`src/rtl/guess_round_ctrl_if.sv`:
```
// Player-facing bundle of the guessing-game round sequencer: the time base,
// the buttons, the keypad, the latched target and the display/beeper outputs.
interface guess_round_ctrl_if #(
    parameter int LIVES = 16
);
    logic             tick;
    logic             enter;
    logic             test;
    logic [3:0]       key_choose;
    logic [3:0]       keyin;
    logic [15:0]      target;
    logic [15:0]      guess;
    logic [3:0]       pat_sel;
    logic [LIVES-1:0] life;
    logic             beep_en;
    logic             over;

    // master drives the buttons/keypad and observes the round outputs
    modport master (
        output tick, enter, test, key_choose, keyin, target,
        input  guess, pat_sel, life, beep_en, over
    );

    modport slave (
        input  tick, enter, test, key_choose, keyin, target,
        output guess, pat_sel, life, beep_en, over
    );
endinterface

```
`src/rtl/guess_round_ctrl.sv`:
```
// Round sequencer for the four-digit code-guessing game: guess entry, comparison
// against the target latched at reset, life bar, win/lose states and beeper timing.
module guess_round_ctrl #(
    parameter int LIVES           = 16,
    parameter int HINT_TICKS      = 500,
    parameter int BEEP_WIN_TICKS  = 2000,
    parameter int BEEP_MISS_TICKS = 100
) (
    input  logic              CLK,
    input  logic              RST,
    guess_round_ctrl_if.slave bus
);
    localparam int HINT_W   = $clog2(HINT_TICKS + 1);
    localparam int BEEP_MAX = (BEEP_WIN_TICKS > BEEP_MISS_TICKS) ? BEEP_WIN_TICKS : BEEP_MISS_TICKS;
    localparam int BEEP_W   = $clog2(BEEP_MAX + 1);

    typedef enum logic [2:0] {
        ST_ENTRY,
        ST_CHECK,
        ST_HINT,
        ST_WIN,
        ST_LOSE
    } state_t;

    state_t           state_reg;
    logic             enter_q_reg;
    logic             enter_prev_reg;
    logic             test_q_reg;
    logic             test_prev_reg;
    logic [15:0]      target_reg;
    logic [15:0]      guess_reg;
    logic [3:0]       pat_sel_reg;
    logic [LIVES-1:0] life_reg;
    logic             beep_en_reg;
    logic             over_reg;
    logic [HINT_W-1:0] hint_cnt_reg;
    logic [BEEP_W-1:0] beep_cnt_reg;
    logic [BEEP_W-1:0] beep_cnt_next;

    logic             enter_rise;
    logic             test_rise;
    logic [3:0]       dig_eq;
    logic [3:0]       dig_lt;
    logic             all_eq;
    logic             miss_low;
    logic             key_onehot;
    logic             key_valid;
    logic [1:0]       slot;
    logic [15:0]      guess_wr;
    logic [LIVES-1:0] life_shift;

    // Buttons are sampled once and compared with the previous sample, so a held
    // level produces a single rise and the action lands one edge after sampling.
    assign enter_rise = enter_q_reg & ~enter_prev_reg;
    assign test_rise  = test_q_reg & ~test_prev_reg;

    genvar gi;
    generate
        for (gi = 0; gi < 4; gi++) begin : g_digit
            assign dig_eq[gi]         = (guess_reg[4*gi +: 4] == target_reg[4*gi +: 4]);
            assign dig_lt[gi]         = (guess_reg[4*gi +: 4] <  target_reg[4*gi +: 4]);
            assign guess_wr[4*gi +: 4] = bus.key_choose[gi] ? bus.keyin : guess_reg[4*gi +: 4];
        end
    endgenerate

    assign all_eq     = &dig_eq;
    assign life_shift = {life_reg[LIVES-2:0], 1'b0};

    // Digit 0 is the most significant, so the lowest-indexed mismatch decides the hint.
    always_comb begin
        logic found;
        found    = 1'b0;
        miss_low = 1'b0;
        for (int i = 0; i < 4; i++) begin
            if (!found && !dig_eq[i]) begin
                found    = 1'b1;
                miss_low = dig_lt[i];
            end
        end
    end

    always_comb begin
        key_onehot = 1'b1;
        slot       = 2'd0;
        case (bus.key_choose)
            4'b0001: slot = 2'd0;
            4'b0010: slot = 2'd1;
            4'b0100: slot = 2'd2;
            4'b1000: slot = 2'd3;
            default: key_onehot = 1'b0;
        endcase
        key_valid = key_onehot && (bus.keyin <= 4'd9);
    end

    // A load in CHECK takes precedence over a coincident tick.
    always_comb begin
        beep_cnt_next = beep_cnt_reg;
        if (bus.tick && (beep_cnt_reg != '0)) begin
            beep_cnt_next = beep_cnt_reg - 1'b1;
        end
        if (state_reg == ST_CHECK) begin
            beep_cnt_next = all_eq ? BEEP_W'(BEEP_WIN_TICKS) : BEEP_W'(BEEP_MISS_TICKS);
        end
    end

    always_ff @(posedge CLK) begin
        if (RST) begin
            state_reg      <= ST_ENTRY;
            enter_q_reg    <= bus.enter;
            enter_prev_reg <= bus.enter;
            test_q_reg     <= bus.test;
            test_prev_reg  <= bus.test;
            target_reg     <= bus.target;
            guess_reg      <= '0;
            pat_sel_reg    <= 4'd1;
            life_reg       <= '1;
            beep_en_reg    <= 1'b0;
            over_reg       <= 1'b0;
            hint_cnt_reg   <= '0;
            beep_cnt_reg   <= '0;
        end else begin
            enter_q_reg    <= bus.enter;
            enter_prev_reg <= enter_q_reg;
            test_q_reg     <= bus.test;
            test_prev_reg  <= test_q_reg;
            beep_cnt_reg   <= beep_cnt_next;
            beep_en_reg    <= (beep_cnt_next != '0);

            case (state_reg)
                ST_ENTRY: begin
                    if (test_rise) begin
                        state_reg <= ST_CHECK;
                    end else if (enter_rise) begin
                        if (key_valid) begin
                            guess_reg   <= guess_wr;
                            pat_sel_reg <= 4'd5 + {2'b00, slot};
                        end else begin
                            pat_sel_reg <= 4'd0;
                        end
                    end
                end
                ST_CHECK: begin
                    if (all_eq) begin
                        pat_sel_reg <= 4'd2;
                        over_reg    <= 1'b1;
                        state_reg   <= ST_WIN;
                    end else begin
                        life_reg <= life_shift;
                        if (life_shift == '0) begin
                            pat_sel_reg <= 4'd9;
                            over_reg    <= 1'b1;
                            state_reg   <= ST_LOSE;
                        end else begin
                            pat_sel_reg  <= miss_low ? 4'd3 : 4'd4;
                            hint_cnt_reg <= HINT_W'(HINT_TICKS);
                            state_reg    <= ST_HINT;
                        end
                    end
                end
                ST_HINT: begin
                    if (bus.tick) begin
                        if (hint_cnt_reg <= HINT_W'(1)) begin
                            state_reg <= ST_ENTRY;
                        end
                        if (hint_cnt_reg != '0) begin
                            hint_cnt_reg <= hint_cnt_reg - 1'b1;
                        end
                    end
                end
                ST_WIN, ST_LOSE: begin
                    over_reg <= 1'b1;
                end
                default: begin
                    state_reg <= ST_ENTRY;
                end
            endcase
        end
    end

    assign bus.guess   = guess_reg;
    assign bus.pat_sel = pat_sel_reg;
    assign bus.life    = life_reg;
    assign bus.beep_en = beep_en_reg;
    assign bus.over    = over_reg;
endmodule

```
`src/flat_wrapper.sv`:
```
// flat-port wrapper written by rule: the top's interface ports become plain ports
module guess_round_ctrl_flat 
#(
    parameter int LIVES           = 16,
    parameter int HINT_TICKS      = 500,
    parameter int BEEP_WIN_TICKS  = 2000,
    parameter int BEEP_MISS_TICKS = 100
)
  (CLK, RST, bus_tick, bus_enter, bus_test, bus_key_choose, bus_keyin, bus_target, bus_guess, bus_pat_sel, bus_life, bus_beep_en, bus_over);
  guess_round_ctrl_if #(.LIVES(LIVES)) bus_i ();
  input  logic CLK;
  input  logic RST;
  input wire logic [$bits(bus_i.tick)-1:0] bus_tick;
  input wire logic [$bits(bus_i.enter)-1:0] bus_enter;
  input wire logic [$bits(bus_i.test)-1:0] bus_test;
  input wire logic [$bits(bus_i.key_choose)-1:0] bus_key_choose;
  input wire logic [$bits(bus_i.keyin)-1:0] bus_keyin;
  input wire logic [$bits(bus_i.target)-1:0] bus_target;
  output wire logic [$bits(bus_i.guess)-1:0] bus_guess;
  output wire logic [$bits(bus_i.pat_sel)-1:0] bus_pat_sel;
  output wire logic [$bits(bus_i.life)-1:0] bus_life;
  output wire logic [$bits(bus_i.beep_en)-1:0] bus_beep_en;
  output wire logic [$bits(bus_i.over)-1:0] bus_over;
  assign bus_i.tick = bus_tick;
  assign bus_i.enter = bus_enter;
  assign bus_i.test = bus_test;
  assign bus_i.key_choose = bus_key_choose;
  assign bus_i.keyin = bus_keyin;
  assign bus_i.target = bus_target;
  assign bus_guess = bus_i.guess;
  assign bus_pat_sel = bus_i.pat_sel;
  assign bus_life = bus_i.life;
  assign bus_beep_en = bus_i.beep_en;
  assign bus_over = bus_i.over;
  guess_round_ctrl #(.LIVES(LIVES), .HINT_TICKS(HINT_TICKS), .BEEP_WIN_TICKS(BEEP_WIN_TICKS), .BEEP_MISS_TICKS(BEEP_MISS_TICKS)) u_core (.CLK(CLK), .RST(RST), .bus(bus_i));
endmodule
```
`config.mk`:
```
export PLATFORM = sky130hd
export DESIGN_NAME = guess_round_ctrl_flat
export DESIGN_NICKNAME = d
export VERILOG_FILES = /design/src/rtl/guess_round_ctrl_if.sv /design/src/rtl/guess_round_ctrl.sv /design/src/flat_wrapper.sv
export SDC_FILE = /design/constraint.sdc
export NUM_CORES = 1
export LEC_CHECK = 0
export ABC_AREA = 1
export ABC_CLOCK_PERIOD_IN_PS = 2200
export CELL_PAD_IN_SITES_DETAIL_PLACEMENT = 1
export CELL_PAD_IN_SITES_GLOBAL_PLACEMENT = 1
export CORE_ASPECT_RATIO = 0.5
export CORE_MARGIN = 4
export CORE_UTILIZATION = 39
export CTS_BUF_LIST = sky130_fd_sc_hd__clkbuf_16
export CTS_CLUSTER_DIAMETER = 50
export CTS_CLUSTER_SIZE = 24
export DETAILED_ROUTE_END_ITERATION = 6
export GPL_ROUTABILITY_DRIVEN = 0
export PLACE_DENSITY = 0.89
export REMOVE_ABC_BUFFERS = 1
export SETUP_SLACK_MARGIN = 0.1
export SKIP_LAST_GASP = 1
export SYNTH_ARGS = -nofsm -noshare
export SYNTH_HDL_FRONTEND = slang
export SYNTH_SLANG_ARGS = --single-unit
export TNS_END_PERCENT = 1
```
`constraint.sdc`:
```
create_clock -name CLK -period 2.2 [get_ports CLK]
set_input_delay 0.66 -clock CLK [delete_from_list [all_inputs] [get_ports CLK]]
set_output_delay 0.66 -clock CLK [all_outputs]
set_load 0.02 [all_outputs]
```
==> metrics.txt <==
yosys warns=0; Reg2Reg Depth=13; global-route wire length before repair=21630 um; site row count=26; CP required=2.47 ns; Sw Share=0.4432; count leader, synth=nand2_1; CP Launch Point=u_core.target_reg[7]$_DFFE_PP_; Total GRT Usage=0.2197; DR WL/cell=~21 um; PwrDens=1333 nW/um^2; Antenna Nets Post-Route=0; worst hold start=u_core.bus.over$_SDFFE_PP0P_; Logic pwr share=0.513; fin crit share=1.009; CP max FO=6; Fillers=1255; worst hold path depth=2; maximum VDD drop=0.4364 mV; DRT Wirelength=16460 um; Worst R2R End=u_core.hint_cnt_reg[0]$_SDFFE_PP0P_; placed instance area=5109 sq um; Netlist cell types=38; DR pass1 iterations=5; Slew @ Worst Pin=0.4465 ns; vias post-DR=4401; grt ovf=0; Min-Delay Path Class=flop to flop; Die H=around 80 um; Initial Utilization=0.4012; Clk pwr share=0.194; Setup Skew=0.01046 ns; design area=5684 sq um; area grow syn2layout=38.25%; relative slew slack=0.7000; DRT iter0 DRCs=258; final setup violation count=3; Int Power=4.218 mW; NumNets Final=691; Vias/cell=5.606; Final HPWL DP=9083 um; Post-synth ARST share=0; Chip Width=153.2 um; total CTS buffers=9; violated checks=negative setup slack; Mapped Area=4111 sq um; Residual DRC=0; reg2reg start=u_core.target_reg[7]$_DFFE_PP_; vias in the first global route=4275; clock transition at the registers of the reported paths=approximately 0.06 ns; # IOs=67; CTS Hold Buffers Added=0; FMAX=450.5 MHz; Post-Synthesis Cells=535; port bufs=66; Synth top area share=0.3165; CTS sink count=81; diode count=0; final core utilization=0.5547; total die area=12350 sq um; Avg Cell Area, Syn=~7.7 sq um; Critical Path AT=around 2.5 ns; CP endpoint kind=flop; nature of the critical path startpoint=flop; initial antenna violation count=0; CTS tree=done; H-Tree Depth=3; cell taking the most area after synthesis=dfxtp_1; synthesized flop and latch total=81; min Tclk post-route=2.220 ns; Pins Over Slew Limit=0; Seq/Total Area, Yosys=0.4334; Max-Cap Viols=0; clock buffer depth=2; status=finished with violations; Post-synth EDFFs=16; most frequent cells after synthesis=nand2_1 (109), inv_1 (76), dfxtp_1 (65), nor2_1 (59), a21oi_1 (38); clock tree root driver cell=clkbuf_16; NetSw=3.358 mW; share of layout cells above drive strength 1=0.1550; count of final hold-check violations=0; RSZ-0062 raised after global routing=true; sequential power share=0.293; r2r setup slk=-0.02 ns; Worst Hold Path EP=u_core.bus.over$_SDFFE_PP0P_; setup ws final=-0.01996 ns; top_reg_cell synth=dfxtp_1; main area contributors after synthesis=dfxtp_1 (32%), edfxtp_1 (12%), nand2_1 (10%); kind of critical path=flop to flop; Worst-Skew Late Latency=0.34 ns; Leakage=2.554 nW; core area=10250 sq um; largest net degree at the start of global routing=39
per-stage QoR:
step	power, mW	setup slack (ns)	hold slack (ns)	setup TNS (ns)	std cells
floorplan	4.336	0.09502	0.4366	0	523
global placement	5.313	-0.1078	0.4520	-1.409	757
detailed placement	5.475	-0.2956	0.4713	-4.142	757
CTS	7.057	0.01791	0.4800	0	774
global route	8.042	-0.1469	0.5041	-1.030	785
finish	7.576	-0.01996	0.4755	-0.02848	785
logic make-up (layout without fill, tap and decap cells):
| family | after synthesis | count (layout) | synth area share |
|---|---|---|---|
| simple gates | 237 | 237 | 0.2602 |
| fa+ha+maj | 22 | 22 | 0.06695 |
| xor+xnor | 7 | 7 | 0.01491 |
| flops | 81 | 81 | 0.4334 |
| compound gates | 96 | 96 | 0.1379 |
| buf+inv | 92 | 202 | 0.08673 |
area by class of cell:
class | count | area, sq um | area share
clock buffers | 9 | 225.2 | 0.03962
clock inverters | 7 | 55.05 | 0.009685
flip-flops and latches | 81 | 1783 | 0.3137
inverters | 80 | 302.8 | 0.05327
multi-input cells | 362 | 2145 | 0.3773
repair buffers | 106 | 998.5 | 0.1757
well taps | 140 | 175.2 | 0.03082
metal layers:
| metal | vias to the layer above | track usage | share of wire |
|---|---|---|---|
| met5 | - | 0 | 0 |
| li1 | 1970 | - | - |
| met4 | 0 | 0.05778 | 0.036 |
| met2 | 191 | 0.4241 | 0.51 |
| met1 | 2183 | 0.2486 | 0.41 |
| met3 | 57 | 0.04682 | 0.048 |
timing repair:
| action | 4_1_cts | 5_1_grt |
|---|---|---|
| pin swaps | 1 | 15 |
| gates resized for setup | 4 | 47 |
| setup endpoints to repair | 18 | 34 |
| buffers inserted | 1 | 11 |
power by group through the flow:
stage / registers, mW / logic (mW) / clock network, mW
2_1_floorplan: 2.29 / 2.04 / 0
3_3_place_gp: 2.18 / 3.13 / 0
3_5_place_dp: 2.19 / 3.28 / 0
4_1_cts: 2.18 / 3.41 / 1.46
5_1_grt: 2.25 / 4.23 / 1.56
6_report: 2.22 / 3.89 / 1.47
placed cells by master, fill, tap and decap left out, types with 4 or more instances in the layout:
cell type          n
nand2_1          104
inv_1             79
dfxtp_1           64
clkdlybuf4s50_1   61
nor2_1            55
buf_4             36
a21oi_1           34
nand3_1           30
o211ai_1          20
o21ai_0           19
ha_1              19
edfxtp_1          16
clkbuf_16          9
nand4_1            8
nor3_1             7
o21ai_1            6
nor2_4             5
nor2_2             5
nand2_2            5
xnor2_1            4
a21oi_2            4
nand3_4            4
dlymetal6s2s_1     4
worst max-delay path: stages, from the launching register on:
cell,delay [ns]
edfxtp_1,0.33
inv_1,0.09
ha_4,0.30
nand2_2,0.08
nor2_4,0.12
nand2_2,0.09
nor3_4,0.32
nor2_4,0.13
nand2_4,0.11
o21ai_4,0.09
nand2_4,0.11
buf_12,0.11
o21ai_0,0.09
a21oi_1,0.16
worst max-delay path by stage:
stage	end	slack, ns	cells after the start
final	u_core.hint_cnt_reg[0]$_SDFFE_PP0P_	-0.02	13
after global routing	u_core.hint_cnt_reg[0]$_SDFFE_PP0P_	-0.15	13
after detailed placement	u_core.bus.guess[5]$_SDFFE_PP0P_	-0.30	8
after floorplan	u_core.bus.beep_en$_SDFF_PP0_	0.1	14
after global placement	u_core.bus.guess[5]$_SDFFE_PP0P_	-0.11	8
after CTS	u_core.bus.beep_en$_SDFF_PP0_	0.02	13
(Power assumes the default switching activity.)
